## src/rtl/chunk_serial_adder.sv

```systemverilog
// Multi-cycle add/sub: one CHUNK-bit ripple slice reused over WIDTH/CHUNK passes,
// carry held in a register between passes, start/busy/done handshake.

module csa_fa (
  input  logic a,
  input  logic b,
  input  logic ci,
  output logic s,
  output logic co
);
  assign s  = a ^ b ^ ci;
  assign co = (a & b) | (ci & (a ^ b));
endmodule

module chunk_serial_adder #(
  parameter int WIDTH = 16,
  parameter int CHUNK = 4
) (
  input  logic             clk,
  input  logic             rst,
  input  logic             start,
  input  logic [WIDTH-1:0] A,
  input  logic [WIDTH-1:0] B,
  input  logic             Cin,
  input  logic             sub,
  output logic             busy,
  output logic             done,
  output logic [WIDTH:0]   Sum,
  output logic             overflow
);
  localparam int N  = WIDTH / CHUNK;
  localparam int CW = (N > 1) ? $clog2(N) : 1;

  typedef enum logic [1:0] {IDLE, BUSY, DONE} state_t;

  state_t           state, state_nxt;
  logic [CW-1:0]    cnt;
  logic [WIDTH-1:0] a_q, b_q, acc, acc_nxt;
  logic             carry_q;
  logic [31:0]      base;
  logic [CHUNK-1:0] a_ch, b_ch, s_ch;
  logic [CHUNK:0]   c;
  logic             accept, last;

  assign accept = start && (state == IDLE || state == DONE);
  assign last   = (cnt == CW'(N - 1));
  assign base   = 32'(cnt) * CHUNK;
  assign a_ch   = a_q[base +: CHUNK];
  assign b_ch   = b_q[base +: CHUNK];
  assign c[0]   = carry_q;

  for (genvar i = 0; i < CHUNK; i++) begin : g_fa
    csa_fa u_fa (
      .a (a_ch[i]),
      .b (b_ch[i]),
      .ci(c[i]),
      .s (s_ch[i]),
      .co(c[i+1])
    );
  end

  always_comb begin
    acc_nxt = acc;
    acc_nxt[base +: CHUNK] = s_ch;
  end

  always_ff @(posedge clk) begin
    if (rst) state <= IDLE;
    else     state <= state_nxt;
  end

  always_comb begin
    state_nxt = state;
    case (state)
      IDLE:    if (start) state_nxt = BUSY;
      BUSY:    if (last)  state_nxt = DONE;
      DONE:    state_nxt = start ? BUSY : IDLE;
      default: state_nxt = IDLE;
    endcase
  end

  // Subtraction is folded in at capture time: B is stored inverted, carry seeded with 1.
  always_ff @(posedge clk) begin
    if (rst) begin
      cnt      <= '0;
      carry_q  <= 1'b0;
      a_q      <= '0;
      b_q      <= '0;
      acc      <= '0;
      Sum      <= '0;
      overflow <= 1'b0;
    end else if (accept) begin
      a_q     <= A;
      b_q     <= sub ? ~B : B;
      carry_q <= sub ? 1'b1 : Cin;
      cnt     <= '0;
    end else if (state == BUSY) begin
      acc     <= acc_nxt;
      carry_q <= c[CHUNK];
      cnt     <= last ? '0 : cnt + 1'b1;
      if (last) begin
        Sum      <= {c[CHUNK], acc_nxt};
        overflow <= c[CHUNK] ^ c[CHUNK-1];
      end
    end
  end

  assign busy = (state == BUSY);
  assign done = (state == DONE);
endmodule

```

## config.mk

```make
export PLATFORM = sky130hd
export DESIGN_NAME = chunk_serial_adder
export DESIGN_NICKNAME = d
export VERILOG_FILES = /design/src/rtl/chunk_serial_adder.sv
export SDC_FILE = /design/constraint.sdc
export NUM_CORES = 1
export LEC_CHECK = 0
export CAP_MARGIN = 40
export CORE_MARGIN = 5
export CORE_UTILIZATION = 30
export DETAILED_ROUTE_END_ITERATION = 12
export GPL_TIMING_DRIVEN = 0
export PLACE_DENSITY = 0.6
export SLEW_MARGIN = 10
export SYNTH_ARGS = -nofsm -noshare
export SYNTH_HDL_FRONTEND = slang
export SYNTH_SLANG_ARGS = --single-unit
```

## constraint.sdc

```tcl
create_clock -name clk -period 4.71 [get_ports clk]
set_clock_uncertainty 0.05 [all_clocks]
set_input_delay 1.1775 -clock clk [delete_from_list [all_inputs] [get_ports clk]]
set_output_delay 1.1775 -clock clk [all_outputs]
set_load 0.02 [all_outputs]
```

==> metrics <==
max-slew violation count=0; Compound-Gate Fraction of Synth Area=0.159; Post-synth top cells=71 x dfxtp_1, 51 x nor2_1, 38 x nand2_1, 18 x a21oi_1, 17 x xnor2_1; gpl congestion=0.777; xor/xnor share of the synthesized area=0.0450; half-perimeter wire length after placement=6030 µm; Seq cells post-synth=71; Tmin final=3.84 ns; CP top delay family=adder cells; GRT overflow=0; ant diodes=0; Post-synth ARST share=0; Yosys Warn Count=0; Max-Cap Viols=0; clock tree buffer depth=2; CP max-delay cell=mux4_1; post-synthesis adder-cell area fraction=0.0469; Yosys top cell by area=dfxtp_1; share of layout cells above drive strength 1=0.110; vias in the first global route=2772; postcts setup bufs=0; hold_buf cts=0; Die H=115 µm; Slew HR=0.546; Final nets=460; syn avg cell area=9.51 µm²; port buffer count=54; Area Growth Syn to Fin=26.6%; element type at the critical path start=flop; CTS tree=yes; Crit Path Category=reg2reg; Worst path max stage delay=0.58 ns; largest net degree at the start of global routing=13; first-pass GRT wire length=13700 µm; Static Leak=1.58 nW; DR WL/cell=15.0 µm; CTS root buf=clkbuf_8; post-synthesis cell area=3310 µm²; Critical Path End Type=flop; Final setup viols=0; # fillers=1145; Vias/cell=4.91; Site Rows=38; Sink Count=71; Initial Utilization=0.305; Cell variety after synth=37; width of the die=115 µm; Arrival @ worst endpoint=4.06 ns; Antenna Nets Post-Route=0; Worst Tran Pin Value=0.681 ns; Final Cycle Share=0.815; CP required=4.93 ns; number of synthesized flops with an enable pin=0; crit path cell chain=buf_6, mux4_1, inv_1, fa_1, inv_1, fa_1, inv_1, fa_1, inv_1, fa_1, nor2b_1, a221oi_1, nor3_1; drt initial violations=129; wirelength, routed=8390 µm; DRC=0; CTS buffer count=9; Mapped Cells=348; most numerous cell in the Yosys netlist=dfxtp_1; total negative slack=0 ns; top post-synthesis cells by area=dfxtp_1 43%, nor2_1 5.8%, mux4_1 5.6%; GRT Overall Usage=0.131; largest family of logic cells by synthesized area=simple AND/OR/NAND/NOR gates; register area share after synthesis=0.429; P per Cell Area=299 nW/µm²; CTS H-tree lvls=3; outcome=finished clean; clock latency on the worst-skew pair=0.35 ns; post-route cell area=4190 µm²; RSZ-0062 raised after global routing=false; post-synthesis mux area share=0.0654; CP Max Fanout=10; DP Area=4030 µm²; antenna violations before repair=0; worst vdd ir=0.000134 V; Peak Freq=260 MHz; post-synth net total=395; Fin. Hold Viols=0; via count=2741; type of the tightest min-delay check=reg2reg; Reg clk slew, reported paths=0.08 ns; die area=13200 µm²; Core Region=10800 µm²; Synth Flop Type=dfxtp_1; io pins=57; PostCTS Resize Cnt=0; Synth top area share=0.429; fraction of the mapped netlist area in simple logic gates=0.178; buffers plus inverters on the worst setup path=5; router iterations before antenna repair=4
[power by group]
group / leakage, nW / switching [mW] / internal, mW
Combinational: 0.913 / 0.103 / 0.0939
Sequential: 0.579 / 0.0136 / 0.625
Clock: 0.0846 / 0.233 / 0.186
Total: 1.58 / 0.349 / 0.905
[worst min-delay path, cell delays in order (launching register included)]
cell and delay, ns:
dfxtp_1 0.31, nand2_1 0.05, a21oi_1 0.05
[path summary, 6_finish.rpt]
kind             end    from  cells after the start  slack [ns]
min reg2reg   a_q[2]  a_q[2]                      2        0.40
max reg2reg  Sum[11]  cnt[0]                     13        0.87
min           a_q[2]  a_q[2]                      2        0.40
max          Sum[11]  cnt[0]                     13        0.87
[metrics by stage]
step	util	total power, mW	instances	hold slack (ns)	worst slack (ns)
after global placement	0.371	0.844	542	0.391	0.926
after global routing	0.386	1.31	558	0.426	0.618
after floorplan	-	0.776	348	0.382	1.43
after detailed placement	0.371	0.850	542	0.395	0.836
final	0.386	1.25	558	0.404	0.869
after CTS	0.386	1.26	558	0.406	0.828
[cells in the final DEF, fill, tap and decap left out, types with 16 or more instances in the layout]
cell type / count
inv_1: 16
xnor2_1: 17
a211oi_1: 16
clkdlybuf4s50_1: 54
a32oi_1: 16
nor2_1: 51
nand2_1: 38
a21oi_1: 18
dfxtp_1: 71
nor3_1: 16
[per-layer routing]
layer  share of wire  track usage  routed length [µm]  up-vias
li1                -            -                   -     1355
met1            0.45        0.162                3800     1292
met2            0.48        0.222                4040       80
met3           0.052       0.0358                 438       14
met4           0.013       0.0454                 107        0
met5               0            0                   0        -
[flip-flops by register name (all words and copies together), names as in the netlist]
name and count:
carry_q 1, state 2, overflow 1, a_q 16
acc 16, Sum 17, cnt 2, b_q 16
[layout make-up]
type	count	area (µm²)	area share
multi-input cells	231	1640	0.391
inverters	17	63.8	0.0152
repair buffers	54	541	0.129
flip-flops and latches	71	1420	0.339
clock buffers	9	124	0.0296
plain buffers	29	188	0.0448
well taps	140	175	0.0418
clock inverters	7	40.0	0.00956
[cells by family after synthesis]
kind of cell | after synthesis
simple gates | 125
flops | 71
compound gates | 70
buf+inv | 46
xor+xnor | 17
fa+ha+maj | 10
mux | 9
No activity file was read; power rests on OpenSTA's default activity.
